File: config.mk
export PLATFORM = sky130hd
export DESIGN_NAME = sevenseg_reader
export DESIGN_NICKNAME = d
export VERILOG_FILES = /design/src/rtl/sevenseg_reader.sv
export SDC_FILE = /design/constraint.sdc
export NUM_CORES = 1
export LEC_CHECK = 0
export BUFFER_PORTS_ARGS = -buffer_cell sky130_fd_sc_hd__buf_2
export CORE_AREA = 2 2 69 71
export CTS_BUF_LIST = sky130_fd_sc_hd__clkbuf_16
export DETAILED_ROUTE_END_ITERATION = 8
export DIE_AREA = 0 0 71 73
export SKIP_CTS_REPAIR_TIMING = 1
export SYNTH_ARGS = -nofsm -noshare
export SYNTH_HDL_FRONTEND = slang
export SYNTH_SLANG_ARGS = --single-unit
File: constraint.sdc
create_clock -name clk -period 4.2 [get_ports clk]
set_clock_uncertainty 0.1 [all_clocks]
set_input_delay 0.63 -clock clk [delete_from_list [all_inputs] [get_ports clk]]
set_output_delay 0.63 -clock clk [all_outputs]
set_load 0.1 [all_outputs]
File: src/rtl/sevenseg_reader.sv
// Rebuilds 3-digit decimal frames received as 7-segment patterns (hundreds first)
// into 8-bit binary values on a valid/ready output, with a one-cycle error strobe.
module sevenseg_reader (
  input  logic       clk,
  input  logic       rst_n,
  input  logic [6:0] seg_in,
  input  logic       seg_start,
  input  logic       seg_valid,
  output logic       seg_ready,
  output logic [7:0] out,
  output logic       out_valid,
  input  logic       out_ready,
  output logic       err,
  output logic [1:0] err_code
);

  typedef enum logic [1:0] {S_HUND, S_TENS, S_UNIT, S_OUT} state_t;

  localparam logic [1:0] ERR_INVALID  = 2'b01;
  localparam logic [1:0] ERR_OVERFLOW = 2'b10;
  localparam logic [1:0] ERR_SYNC     = 2'b11;

  // Returns {valid, digit}; only exact pattern matches are accepted.
  function automatic logic [4:0] seg_decode(input logic [6:0] p);
    case (p)
      7'b1111110: seg_decode = {1'b1, 4'd0};
      7'b0110000: seg_decode = {1'b1, 4'd1};
      7'b1101101: seg_decode = {1'b1, 4'd2};
      7'b1111001: seg_decode = {1'b1, 4'd3};
      7'b0110011: seg_decode = {1'b1, 4'd4};
      7'b1011011: seg_decode = {1'b1, 4'd5};
      7'b1011111: seg_decode = {1'b1, 4'd6};
      7'b1110000: seg_decode = {1'b1, 4'd7};
      7'b1111111: seg_decode = {1'b1, 4'd8};
      7'b1110011: seg_decode = {1'b1, 4'd9};
      default:    seg_decode = 5'd0;
    endcase
  endfunction

  state_t      state_q, state_d;
  logic [9:0]  acc_q, acc_d;
  logic [7:0]  out_q, out_d;
  logic        err_q, err_d;
  logic [1:0]  err_code_q, err_code_d;

  logic        accept;
  logic        dig_ok;
  logic [3:0]  dig;
  logic [9:0]  mac;

  assign seg_ready = (state_q != S_OUT);
  assign out_valid = (state_q == S_OUT);
  assign out       = out_q;
  assign err       = err_q;
  assign err_code  = err_code_q;

  assign accept        = seg_valid && seg_ready;
  assign {dig_ok, dig} = seg_decode(seg_in);
  // acc never exceeds 99 when a digit is appended, so 999 fits in 10 bits.
  assign mac           = acc_q * 10'd10 + {6'd0, dig};

  always_comb begin
    state_d    = state_q;
    acc_d      = acc_q;
    out_d      = out_q;
    err_d      = 1'b0;
    err_code_d = err_code_q;
    case (state_q)
      S_HUND: begin
        if (accept) begin
          if (!dig_ok) begin
            err_d      = 1'b1;
            err_code_d = ERR_INVALID;
          end else if (!seg_start) begin
            err_d      = 1'b1;
            err_code_d = ERR_SYNC;
          end else begin
            acc_d   = {6'd0, dig};
            state_d = S_TENS;
          end
        end
      end
      S_TENS, S_UNIT: begin
        if (accept) begin
          if (!dig_ok) begin
            err_d      = 1'b1;
            err_code_d = ERR_INVALID;
            state_d    = S_HUND;
          end else if (seg_start) begin
            // Resync: the start-marked digit opens a fresh frame.
            err_d      = 1'b1;
            err_code_d = ERR_SYNC;
            acc_d      = {6'd0, dig};
            state_d    = S_TENS;
          end else if (state_q == S_TENS) begin
            acc_d   = mac;
            state_d = S_UNIT;
          end else if (mac > 10'd255) begin
            err_d      = 1'b1;
            err_code_d = ERR_OVERFLOW;
            acc_d      = mac;
            state_d    = S_HUND;
          end else begin
            acc_d   = mac;
            out_d   = mac[7:0];
            state_d = S_OUT;
          end
        end
      end
      S_OUT: begin
        if (out_ready) state_d = S_HUND;
      end
      default: state_d = S_HUND;
    endcase
  end

  always_ff @(posedge clk or negedge rst_n) begin
    if (!rst_n) begin
      state_q    <= S_HUND;
      acc_q      <= 10'd0;
      out_q      <= 8'd0;
      err_q      <= 1'b0;
      err_code_q <= 2'b00;
    end else begin
      state_q    <= state_d;
      acc_q      <= acc_d;
      out_q      <= out_d;
      err_q      <= err_d;
      err_code_q <= err_code_d;
    end
  end

endmodule
* Word-level counts from Yosys, hierarchy flattened
Cells that the tools add are included. W data, S select, Z words.
Cells by class: $add $sub $neg 1, $mul 1, magnitude comparators 1, equal/unequal tests 23, multiplexer cells 36, bitwise logic cells 3, reductions and logical operators 8
Operator list (count):
- $mux W10 | 6
- $eq A7 B7 Y1 const B | 8
- $pmux W5 S10 | 1
- $mux W2 | 17
- $pmux W10 S2 | 1
- $reduce_and A6 Y1 | 3
- $eq A7 B6 Y1 const B | 2
- $ne A2 B2 Y1 const B | 6
- $add A10 B4 Y10 | 1
- $gt A10 B8 Y1 const B | 1
- $mul A10 B3 Y9 const B | 1
- $mux W1 | 8
- $ne A4 B4 Y1 const B | 2
- $pmux W2 S3 | 1
- $reduce_and A5 Y1 | 1
- $eq A2 B2 Y1 const B | 2
- $pmux W2 S2 | 1
- $ne A3 B3 Y1 const B | 1
- $not A1 Y1 | 3
- $eq A2 B1 Y1 const B | 1
- $logic_not A2 Y1 | 1
- $ne A2 B1 Y1 const B | 1
- $pmux W1 S2 | 1
- $reduce_bool A2 Y1 | 1
- other kinds (2) | 2
Word-level totals: flip-flop bits (word level) 23, input bits 12, output and inout bits 13, logic and storage cells 78

* Depth between registers and ports, before layout
Gate-level depths: netlist (run 1).
word-level depth 10, depth in mapped cells 14, gate-level depth less buffers 13

* Worst setup path before layout (run 1)
No wires, ideal clock.
kind in2reg, start point input port seg_in[2], end point register out_q[1], in the netlist out[1], library setup time 0.125 ns, arrival 3.112 ns, data required time 3.975 ns, slack 0.862 ns, cell stages on the path 12, path buffers 0, cells stage by stage or4_4 -> nor2_2 -> o21a_1 -> ha_1 -> inv_1 -> fa_1 -> inv_1 -> a21o_1 -> xor3_2 -> o22ai_4 -> nand2_4 -> mux2_4
Between the ends: cells in the longest elaborated chain, start to end 6, elaborated cells on any way between the ends 15, classes of those cells add/sub: 1; order compare: 1; eq/ne: 10; mux: 1; bitwise: 1; reduce/logical: 1
RTL lines:
- start, declared | line 6 | input logic [6:0] seg_in,
- $eq A7 B7 Y1 / $eq A7 B6 Y1 (equally long branches) | line 25 | case (p)
- $pmux W5 S10 (*) | line 25
- $add A10 B4 Y10 | line 60 | assign mac = acc_q * 10'd10 + {6'd0, dig};
- $gt A10 B8 Y1 | line 98 | end else if (mac > 10'd255) begin
- $not A1 Y1 (no line)
- $reduce_and A6 Y1 (no line)
- end signal, assigned | line 127 | out_q <= out_d;
- end, declared | line 42 | logic [7:0] out_q, out_d;
Every way passes the cells marked *; elsewhere a longest branch is shown, timed or not. A chain may end at the register's enable or synchronous reset.

* Worst setup path after layout (run 1)
start point input port seg_in[3], end point register out_q[5], in the netlist out[5]
The elaborated chain is that of the path after synthesis.

==> results of run 1 <==
## worst max-delay path: stages
cell	delay [ns]
buf_2	0.16
or4_4	0.54
nor2_2	0.14
o21a_1	0.16
ha_1	0.18
inv_1	0.06
fa_1	0.39
inv_1	0.07
a21o_1	0.15
xor3_2	0.29
o22ai_4	0.24
nand2_4	0.16
mux2_4	0.33
## cells by family after synthesis
group	count (synthesis)	share of synthesized area, %
buffers and inverters	25	7.47
adders and majority gates	19	13.2
xor gates and xnor gates	14	7.27
muxes	12	7.66
and+or+nand+nor	59	16.3
AOI/OAI and AO/OA	52	19.3
DFF	22	28.8
## path summary, 6_finish.rpt
kind,end,from,cells past startpoint
setup / recovery,out[5],seg_in[3],13
hold / removal,err_code[0],rst_n,1
setup reg to reg,out[5],acc_q[1],11
hold reg to reg,acc_q[7],acc_q[7],2
max in group asynchronous,acc_q[1],rst_n,1
min in group clk,acc_q[7],acc_q[7],2
## metrics by stage
| step | cell area, sq um | total power, mW | setup WS (ns) |
|---|---|---|---|
| 3_5_place_dp | 2020 | 1.00 | 0.474 |
| 5_1_grt | 2090 | 1.29 | 0.577 |
| 3_3_place_gp | 2020 | 1.00 | 0.570 |
| 2_1_floorplan | 1910 | 0.889 | 0.862 |
| 6_report | 2090 | 1.20 | 0.756 |
| 4_1_cts | 2090 | 1.21 | 0.752 |
## report_power, final
group / internal, mW / total [mW] / switching, mW
Sequential: 0.264 / 0.305 / 0.0411
Combinational: 0.217 / 0.689 / 0.472
Clock: 0.126 / 0.202 / 0.0760
Total: 0.607 / 1.20 / 0.589
## cells in the final DEF, fill, tap and decap left out, drive strengths merged, types with 2 or more instances in the layout
cell type,netlist,final
or3,2,2
a21oi,15,15
mux2i,6,6
a211oi,3,3
a2bb2oi,2,2
inv,16,16
nor3,3,3
buf,5,24
nand2,25,25
o21ai,11,11
dfrtp,22,22
xnor2,8,8
clkbuf,4,3
a21o,4,4
nand3,2,2
mux2,6,6
nor2b,2,2
o31ai,2,2
ha,17,17
nor2,12,12
o21bai,2,2
nand2b,3,3
fa,2,2
xor2,5,5
o21a,3,3
## Yosys cell counts, types with 2 or more instances
master and instances:
o21a_1 3, nor2b_1 2, inv_1 16, nand2_1 24
o21ai_0 9, buf_6 3, dfrtp_1 22, ha_1 17
a2bb2oi_1 2, o21ai_1 2, mux2i_1 6, nor3_1 3
a21oi_1 14, nor2_1 11, nand3_1 2, a211oi_1 2
xor2_1 5, xnor2_1 8, clkbuf_1 2, mux2_4 5
or3_1 2, a21o_1 3, o31ai_1 2, o21bai_1 2
fa_1 2, nand2b_1 3
## routing by layer
layer  vias to the layer above  routed length, um  part of all wire, %
met1                       691               1880                   49
li1                        748                  -                    -
met5                         -                  0                    0
met4                         0                 60                  1.6
met2                        17               1840                   48
met3                         7                 73                  1.9
## area by class of cell
cell class / count / share of cell area [%]
clock buffer: 3 / 3.59
inverter: 16 / 2.87
multi-input combinational: 156 / 58.2
sequential: 22 / 26.3
tap: 54 / 3.23
timing repair buffer: 24 / 5.75
## state kept, by name (all words and copies together), names as in the netlist
name / count
acc_q: 9
err: 1
err_code: 2
out: 8
state_q: 2
==> impl_results.md, run 1 <==
* Reg2reg setup slack at 0.94 ns
* Synth unique cells at 57
* DR iter-0 viols at 100
* Synth Net Count at 234
* Post-synth top area share at 28.8%
* GRT overflow at 0
* Largest net degree at the start of global routing at 23
* Area of the multi-input gates at 0.00122 sq mm
* Routed Antenna Nets at 0
* I/O pin count at 25
* Setup TNS at 0 ns
* DP Cell Count at 272
* Post-synth EDFFs at 0
* DR WL/cell at 14.0 um
* Worst-path clk slew at 0.06 ns
* Worst vdd ir at 0.000361 V
* Std cell rows at 25
* Setup violations, final at 0
* Die area at 0.00518 sq mm
* Drt total wl at 3860 um
* Maximum clock rate at 290 MHz
* Later-pin clock latency in the skew report at 0.26 ns
* Die X-Extent at 71 um
* CTS Buffer Depth at 2
* Max_cap viols at 0
* First-pass GRT wire length at 6580 um
* DR pass1 iterations at 4
* Met2 usage at 26.3%
* Met1 usage at 22.4%
* Die height at 73 um
* Final Util at 46.1%
* Starting density of the core at 42.1%
* Final clock period utilization by the worst path at 82.0%
* Power Density at 572 mW/mm^2
* Share of layout cells above drive strength 1 at 22.2%
* Top cells by area, synth: dfrtp_1 29%, ha_1 11%, nand2_1 4.7%
* Post-route DRC at 0
* Seq/Total Area, Yosys at 28.8%
* Minimum clock period at 3.44 ns
* Gr usage total at 16.3%
* I/O Buffers at 24
* Antenna cells at 0
* Status: completed
* P_leak at 1.04 nW
* Main synth FF type: dfrtp_1
* Endpoints failing hold at 0
* Synth area leader: dfrtp_1
* Yosys Warn Count at 0
* Hold_ws at 0.236 ns
* Mean post-synth cell area at 9.41 sq um
* Tightest Pin Transition at 0.637 ns
* Initial antenna violation count at 0
* Core ar. at 0.00454 sq mm
* #FFs+latches synth at 22
* Via-per-instance ratio at 5.32
* Worst hold path class: input pin to asynchronous set/reset pin
* CTS root buf: clkbuf_16
* Crit path launch type: input pin
* Syn Inst Count at 203
* Layout Nets at 254
* Asr flop ratio synth at 100%
* CTS buffer count at 3
* Crit. End Element: register
* RSZ-0062 raised after global routing: no
* FF+latch area at 551 sq um
* Syn Std Cell Area at 0.00191 sq mm
* Crit path arrival time at 3.48 ns
* CP max FO at 11
* Routability cong. at 0.829
* DP HPWL at 3050 um
* Post-route insts no fill at 275
* Max-slew violations at 0
* # H-tree levels at 1
* Slew Limit Headroom at 57.4%
* Syn-to-layout area delta at 9.43%
* # clock sinks at 22
* CTS tree: yes
* Via count at 1463
* Number of global-route vias before repair at 1394
* Met3 Use GR at 2.62%
* Worst path required time at 4.24 ns
* Filler Cell Count at 432
* Worst Setup Path Type: input pin to register
* Gr busiest metal: met2
(Power assumes the default switching activity.)
==> inputs of run 2 (changes only) <==
--- a/config.mk
+++ b/config.mk
@@ -5,11 +5,12 @@
 export SDC_FILE = /design/constraint.sdc
 export NUM_CORES = 1
 export LEC_CHECK = 0
+export ABC_AREA = 1
 export BUFFER_PORTS_ARGS = -buffer_cell sky130_fd_sc_hd__buf_2
-export CORE_AREA = 2 2 69 71
+export CORE_AREA = 2 2 70 72
 export CTS_BUF_LIST = sky130_fd_sc_hd__clkbuf_16
 export DETAILED_ROUTE_END_ITERATION = 8
-export DIE_AREA = 0 0 71 73
+export DIE_AREA = 0 0 72 74
 export SKIP_CTS_REPAIR_TIMING = 1
 export SYNTH_ARGS = -nofsm -noshare
 export SYNTH_HDL_FRONTEND = slang
==> constraint.sdc (replaced) <==
create_clock -name clk -period 2.84 [get_ports clk]
set_clock_uncertainty 0.1 [all_clocks]
set_input_delay 0.426 -clock clk [delete_from_list [all_inputs] [get_ports clk]]
set_output_delay 0.426 -clock clk [all_outputs]
set_load 0.1 [all_outputs]
==> impl_results.md, run 2 <==
* CTS root buf: clkbuf_16
* Antenna cells at 0
* Largest net degree at the start of global routing at 23
* Max-slew violations at 0
* Layout Nets at 375
* Top post-synthesis cells by count: 110 x nand2_1, 34 x inv_1, 30 x nor2_1
* Syn Std Cell Area at 0.00198 sq mm
* Setup violations, final at 0
* Crit path arrival time at 2.87 ns
* Max FFs per register at 9
* Number of global-route vias before repair at 1751
* Mean post-synth cell area at 6.74 sq um
* Via-per-instance ratio at 4.92
* Worst r2r path cells at 15
* Main synth FF type: dfrtp_1
* Die X-Extent at 72 um
* Routability cong. at 0.884
* First-pass GRT wire length at 7780 um
* #FFs+latches synth at 22
* Post-route DRC at 0
* Commonest non-fill, non-tap cell in the layout: nand2_1
* Slew Limit Headroom at 66.8%
* Routed Antenna Nets at 0
* DP HPWL at 3740 um
* Max_cap viols at 0
* RSZ-0062 raised after global routing: yes
* Share of layout cells above drive strength 1 at 29.7%
* Core ar. at 0.00460 sq mm
* Crit. End Element: register
* DR WL/cell at 11.8 um
* GRT overflow at 0
* Worst path required time at 2.88 ns
* Synth area leader: dfrtp_1
* I/O Buffers at 24
* CTS buffer count at 3
* Biggest register: acc_q
* DR iter-0 viols at 86
* Initial antenna violation count at 0
* # clock sinks at 22
* Status: completed
* Synth unique cells at 31
* Die area at 0.00533 sq mm
* Synth Net Count at 324
* P_leak at 1.48 nW
* CTS tree: yes
* Count leader, synth: nand2_1
* CP max FO at 5
* Endpoints failing hold at 0
* Hold_ws at 0.0294 ns
* Std cell rows at 25
* CTS Buffer Depth at 2
* Syn-to-layout area delta at 31.5%
* Worst hold path class: input pin to asynchronous set/reset pin
* Gr usage total at 18.5%
* I/O pin count at 25
* Via count at 1953
* Seq/Total Area, Yosys at 27.9%
* DR pass1 iterations at 4
* Minimum clock period at 2.83 ns
* Power Density at 862 mW/mm^2
* Final clock period utilization by the worst path at 99.6%
* Yosys Warn Count at 0
* Die height at 74 um
* Crit path launch type: input pin
* Top cells by area, synth: dfrtp_1 28%, nand2_1 21%, ha_1 11%
* Cell area after layout at 0.00260 sq mm
* Most frequent cells in the layout: 97 x nand2_1, 29 x inv_1, 26 x buf_4
* Tightest Pin Transition at 0.498 ns
* Later-pin clock latency in the skew report at 0.25 ns
* Placement Setup Slack at -0.221 ns
* Asr flop ratio synth at 100%
* # H-tree levels at 1
* Post-synth EDFFs at 0
* Drt total wl at 4700 um
* Worst-path clk slew at 0.06 ns
* Maximum clock rate at 354 MHz
* Starting density of the core at 43.0%
* Syn Inst Count at 293
* Worst Setup Path Type: input pin to register
* Placed cell area at 0.00230 sq mm
* Worst vdd ir at 0.000518 V
* Post-synth top area share at 27.9%
* Setup slack after layout at 0.0118 ns
## run 2: cell count changes after synthesis, sizes merged, moves of 6 or more
cell    previous run  this run
nor2              12        36
mux2i              6         0
a21oi             15         4
o21ai             11         5
nand3b             1         7
nand2             25       115
mux2               6         0
nand3              2        31
inv               16        34
xnor2              8         2
## run 2: logic make-up after synthesis
logic type | synth area share [%]
fa+ha+maj | 12.8
compound gates | 5.19
simple gates | 44.6
xor+xnor | 1.77
buf+inv | 7.79
flops | 27.9
## run 2: through the flow
stage / util (%) / cells / power (mW) / TNS (ns)
5_1_grt: 56.5 / 397 / 2.44 / -1.02
4_1_cts: 51.7 / 392 / 2.15 / -0.0228
6_report: 56.5 / 397 / 2.24 / 0
2_1_floorplan: - / 293 / 1.50 / 0
3_5_place_dp: 50.0 / 388 / 1.84 / -2.53
3_3_place_gp: 50.0 / 388 / 1.83 / -1.80
## run 2: per-layer routing
layer  global-route usage, %  up-vias  routed length [um]
li1                        -     1038                   -
met1                    24.4      877                2100
met2                    33.3       32                2400
met3                    2.85        6                 162
met4                    1.89        0                  38
met5                       0        -                   0
## run 2: path summary, 6_finish.rpt
kind | startpoint | slack [ns] | end
max | seg_in[2] | 0.01 | state_q[1]
min reg2reg | err_code[1] | 0.37 | err_code[1]
max in group asynchronous | rst_n | 2.27 | out[0]
min in group clk | err_code[1] | 0.37 | err_code[1]
min | rst_n | 0.03 | out[5]
max reg2reg | acc_q[1] | 0.06 | state_q[1]
## run 2: power breakdown
part / switching (mW) / internal (mW)
Sequential: 0.0660 / 0.401
Clock: 0.109 / 0.188
Combinational: 0.975 / 0.502
Total: 1.15 / 1.09
## run 2: final cells by class
type | instances | area (sq um)
clock buffer | 3 | 75.1
clock inverter | 1 | 3.75
fill | 443 | 2000
inverter | 35 | 139
multi-input combinational | 234 | 1410
sequential | 22 | 551
tap | 54 | 67.6
timing repair buffer | 48 | 349
## run 2: critical path, cell delays in order
cell      delay, ns
buf_6          0.10
inv_2          0.05
nand2_2        0.07
nor3_4         0.19
nor2_2         0.07
o211ai_1       0.13
ha_2           0.24
inv_2          0.04
fa_2           0.40
inv_2          0.06
nand2_2        0.04
nand2_2        0.10
nand2_2        0.06
nor2_1         0.11
nand3_1        0.09
nor2_1         0.14
nand2_2        0.09
nand3_4        0.09
nor2_4         0.06
buf_12         0.13
o21bai_1       0.11
nand2_1        0.06
